--- src/rtl/instr_fetch.sv ---
// Instruction fetch/sequencer: reads words from instruction memory and issues them
// to the decoder as one long instruction or as two short halves, pausing on jumps.
module instr_fetch #(
  parameter int                    WIDTH      = 32,
  parameter int                    ADDR_WIDTH = 16,
  parameter logic [ADDR_WIDTH-1:0] RESET_PC   = '0
) (
  input  logic                  clk,
  input  logic                  rst_n,
  input  logic                  stall,
  output logic                  imem_rd,
  output logic [ADDR_WIDTH-1:0] imem_addr,
  input  logic [WIDTH-1:0]      imem_data,
  input  logic                  br_done,
  input  logic                  br_taken,
  input  logic [ADDR_WIDTH-1:0] br_target,
  output logic                  dec_en,
  output logic [WIDTH-1:0]      long_instr,
  output logic                  instr_choose,
  output logic [ADDR_WIDTH-1:0] pc
);

  localparam int HW = WIDTH / 2;

  typedef enum logic [2:0] {
    IDLE   = 3'd0,
    REQ    = 3'd1,
    DATA   = 3'd2,
    ISSUE0 = 3'd3,
    ISSUE1 = 3'd4,
    BRWAIT = 3'd5
  } state_t;

  state_t                  state, state_next;
  logic [ADDR_WIDTH-1:0]   pc_q, pc_next;
  logic [WIDTH-1:0]        word_q, word_next;
  logic                    half_q, half_next;

  // A short half is a jump when its two top bits are clear and its opcode field is 9..15
  function automatic logic is_jump(input logic [HW-1:0] h);
    return (h[HW-1:HW-2] == 2'b00) &&
           (h[HW-3:HW-7] >= 5'd9) && (h[HW-3:HW-7] <= 5'd15);
  endfunction

  always_ff @(posedge clk or negedge rst_n) begin
    if (!rst_n) begin
      state  <= IDLE;
      pc_q   <= RESET_PC;
      word_q <= '0;
      half_q <= 1'b0;
    end else begin
      state  <= state_next;
      pc_q   <= pc_next;
      word_q <= word_next;
      half_q <= half_next;
    end
  end

  always_comb begin
    state_next   = state;
    pc_next      = pc_q;
    word_next    = word_q;
    half_next    = half_q;
    imem_rd      = 1'b0;
    imem_addr    = '0;
    dec_en       = 1'b0;
    instr_choose = 1'b0;
    case (state)
      IDLE: state_next = REQ;
      REQ: begin
        imem_addr = pc_q;
        if (!stall) begin
          imem_rd    = 1'b1;
          state_next = DATA;
        end
      end
      DATA: begin
        word_next  = imem_data;
        state_next = ISSUE0;
      end
      ISSUE0: begin
        dec_en = !stall;
        if (!stall) begin
          if (word_q[WIDTH-1]) begin
            pc_next    = pc_q + ADDR_WIDTH'(1);
            state_next = REQ;
          end else if (is_jump(word_q[WIDTH-1:HW])) begin
            half_next  = 1'b0;
            state_next = BRWAIT;
          end else begin
            state_next = ISSUE1;
          end
        end
      end
      ISSUE1: begin
        instr_choose = 1'b1;
        dec_en       = !stall;
        if (!stall) begin
          if (is_jump(word_q[HW-1:0])) begin
            half_next  = 1'b1;
            state_next = BRWAIT;
          end else begin
            pc_next    = pc_q + ADDR_WIDTH'(1);
            state_next = REQ;
          end
        end
      end
      BRWAIT: begin
        // A taken jump discards any lower half still pending in the held word
        if (br_done) begin
          if (br_taken) begin
            pc_next    = br_target;
            state_next = REQ;
          end else if (!half_q) begin
            state_next = ISSUE1;
          end else begin
            pc_next    = pc_q + ADDR_WIDTH'(1);
            state_next = REQ;
          end
        end
      end
      default: state_next = IDLE;
    endcase
  end

  assign long_instr = word_q;
  assign pc         = pc_q;

endmodule
--- config.mk ---
export PLATFORM = sky130hd
export DESIGN_NAME = instr_fetch
export DESIGN_NICKNAME = d
export VERILOG_FILES = /design/src/rtl/instr_fetch.sv
export SDC_FILE = /design/constraint.sdc
export NUM_CORES = 1
export LEC_CHECK = 0
export CORE_ASPECT_RATIO = 1.1
export CORE_MARGIN = 2
export CORE_UTILIZATION = 38
export CTS_CLUSTER_SIZE = 25
export DETAILED_ROUTE_END_ITERATION = 16
export PLACE_DENSITY = 0.77
export SLEW_MARGIN = 40
export SYNTH_ARGS = -nofsm -noshare
export SYNTH_HDL_FRONTEND = slang
export SYNTH_SLANG_ARGS = --single-unit
--- constraint.sdc ---
create_clock -name clk -period 1.6 [get_ports clk]
set_input_delay 0.32 -clock clk [delete_from_list [all_inputs] [get_ports clk]]
set_output_delay 0.32 -clock clk [all_outputs]
set_load 0.05 [all_outputs]
==> reports/metrics.cfg <==
[outcome]
status = finished, violations left
violations = negative hold slack, negative setup slack

[routing]
first_pass_iters = 4
wl_um = 9830
drt_iter0_drc = 88
ant_nets = 0
viasPerCell = 5.43
drc_errors = 0
wire_per_inst_um = 18.8
vias = 2847

[clocking]
clk_pin_slew_ps = 100
clk-insertion-delay-late_ps = 310
clockBufferDepth = 2
htreeDepth = 2
cts_tree = yes
ctsHoldBuffers = 0
cts_buffers = 5
clock_sinks = 52
cts_root_buffer = clkbuf_8

[yosys]
synthesis.area_um2 = 2720
yosys_warnings = 0
avgSynthCellArea_um2 = 10.9
synth.most_common_cell = dfrtp_1
synth-seq-area-share_pct = 47.8
synth_compound_area_share_pct = 15.8
synth_edf_count = 0
synth_mux_area_share_pct = 13.6
async_reset_ff_share_pct = 100
synth_top_family_by_area = simple AND/OR/NAND/NOR gates
synth-adder-area-share_pct = 0.459
synth.area.top_cells = dfrtp_1, mux2_2, and2_1
syn_nets = 304
netlist.top_cell.by_area = dfrtp_1
synth_cell_types = 48
yosys_register_bits = 52
synthTopCellsByCount = dfrtp_1, mux2_2, and2_1, nand2_1, a21oi_1
synth_xor_area_share_pct = 0.322
synthSimpleGateAreaFrac_pct = 17.0
synth_top_cell_area_share_pct = 47.8
synth_cells = 250
synth_flop_cell = dfrtp_1

[cells_and_area]
final_nets = 492
final_util_pct = 79.3
antenna_cells = 0
areaGrowthSynthToFinish_pct = 103
fillers = 408
drive_gt1_share_pct = 54.9

[placement]
hpwl_um = 5800
dp_worst_setup_slack_ps = -529
portBuffers = 119
gp_congestion = 0.826

[die]
top_level_ports = 120
coreArea_um2 = 6970
die_w_um = 84.7
chipHeight_um = 92.8
rows = 32
initial_utilization_pct = 39.1
die-area_um2 = 7860

[timing]
hold_viol_final = 11
min_period_over_period_pct = 120
max_slew_margin_pct = 73.9
slew_violations = 0
final.setup.worst_slack_ps = -313
rsz0062_at_grt = true
hold_ws_ps = -16.7
setup_viol = 69
layout_min_cycle_time_ps = 1910
worst_pin_slew_ps = 391
clock.fmax_mhz = 523
clock_skew_ps = 3.86
fin_tns_setup_ps = -14380

[worst_hold_path]
hold_path_class = input pin to asynchronous set/reset pin

[grt]
antenna_found_initial = 0
grt_first_pass_wirelength_um = 14800
track_usage_pct = 23.7
grt.overflow.total = 0
grt_max_degree = 53
grt_pass1_vias = 3050

[power_and_ir_drop]
peakVddDrop_uv = 1580
power.density_nw_per_um2 = 2370
p_leak_nw = 2.43

[worst_setup_path]
r2r_start = state[2]
crit_required_ps = 1280
cp-start-kind = register
setup.worst_path.start = state[2]
crit_fanout = 4
arrival_ps = 1590
cp-end-kind = output pin
crit_type = register to output pin

[flow_run]
maxCapViolCount = 0

==> flip-flops by register name, summed over array words and instances (netlist names) <==
signal and cells:
state 3, long_instr 32, half_q 1, pc 16
==> final timing paths <==
check                            endpoint  slack (ps)  depth (start not counted)
setup / recovery                   dec_en        -310                          6
hold / removal              long_instr[7]         -20                          2
setup reg to reg           long_instr[11]        -230                          7
hold reg to reg            long_instr[17]         510                          1
max in group asynchronous        state[1]        1350                          2
min in group clk           long_instr[17]         510                          1
==> per-stage QoR <==
step / hold WS, ps / instance area, um^2 / std cells / power, W
4_1_cts: 0.779 / 5360 / 519 / 0.0126
6_report: -16.7 / 5530 / 524 / 0.0131
3_3_place_gp: 336 / 4740 / 486 / 0.0105
3_5_place_dp: 339 / 4740 / 486 / 0.0107
2_1_floorplan: 24.4 / 2790 / 250 / 0.00698
5_1_grt: 14.3 / 5530 / 524 / 0.0136
==> metal layers <==
layer / routed length (um) / vias up / GRT usage (%)
met5: 0 / - / 0
met4: 252 / 0 / 7.94
met3: 759 / 28 / 6.24
met2: 5330 / 147 / 45.0
met1: 3490 / 1379 / 25.0
li1: - / 1293 / -
==> power by group <==
group | total [W] | switching (W) | internal [W]
Clock | 0.000976 | 0.000463 | 0.000512
Combinational | 0.00956 | 0.00497 | 0.00460
Sequential | 0.00253 | 0.000569 | 0.00196
==> cell usage in the layout, fill, tap and decap left out, types with 3 or more instances in the layout <==
master,n
o22ai_1,4
a21oi_2,7
a22oi_2,3
and3_1,4
buf_4,78
and2_4,17
nor2_1,7
clkdlybuf4s50_1,51
o21ai_2,4
clkbuf_8,6
nand2_1,16
o21ai_1,7
a21oi_1,8
o21ai_0,7
o211a_4,3
a2bb2oi_1,6
dfrtp_1,49
dfrtp_2,3
buf_12,47
nor3b_4,4
mux2_2,9
mux2_4,22
buf_6,14
inv_1,4
nand3_1,9
==> final cells by class <==
| class | instances | area (um^2) | share of cell area (%) |
|---|---|---|---|
| sequential | 52 | 1310 | 23.6 |
| multi-input combinational | 178 | 1630 | 29.5 |
| clock buffer | 6 | 82.6 | 1.49 |
| timing repair buffer | 196 | 2340 | 42.4 |
| clock inverter | 2 | 38.8 | 0.702 |
| tap | 85 | 106 | 1.92 |
| inverter | 5 | 18.8 | 0.340 |
==> critical path, cell delays in order, from the launching register on <==
cell	delay (ps)
dfrtp_1	400
buf_4	150
buf_6	120
nand3b_4	170
buf_6	140
a21oi_4	160
buf_12	150
==> cell families (layout without fill, tap and decap cells) <==
kind of cell / after synthesis / in the layout
flip-flops: 52 / 52
AO/OA/AOI/OAI: 63 / 66
multiplexers: 33 / 33
adder cells (fa/ha/maj): 1 / 1
buffers and inverters: 23 / 209
AND/OR/NAND/NOR: 77 / 77
XOR/XNOR: 1 / 1
==> timing repair <==
| item | CTS | global route |
|---|---|---|
| pin swaps | 24 | 6 |
| setup buffers | 18 | 4 |
| gates resized for setup | 49 | 31 |
| endpoints found under the setup margin | 39 | 69 |
| endpoints found under the hold margin | 0 | 0 |
| cloned | 7 | 2 |
Note: power is estimated with default switching activity, not from simulation.
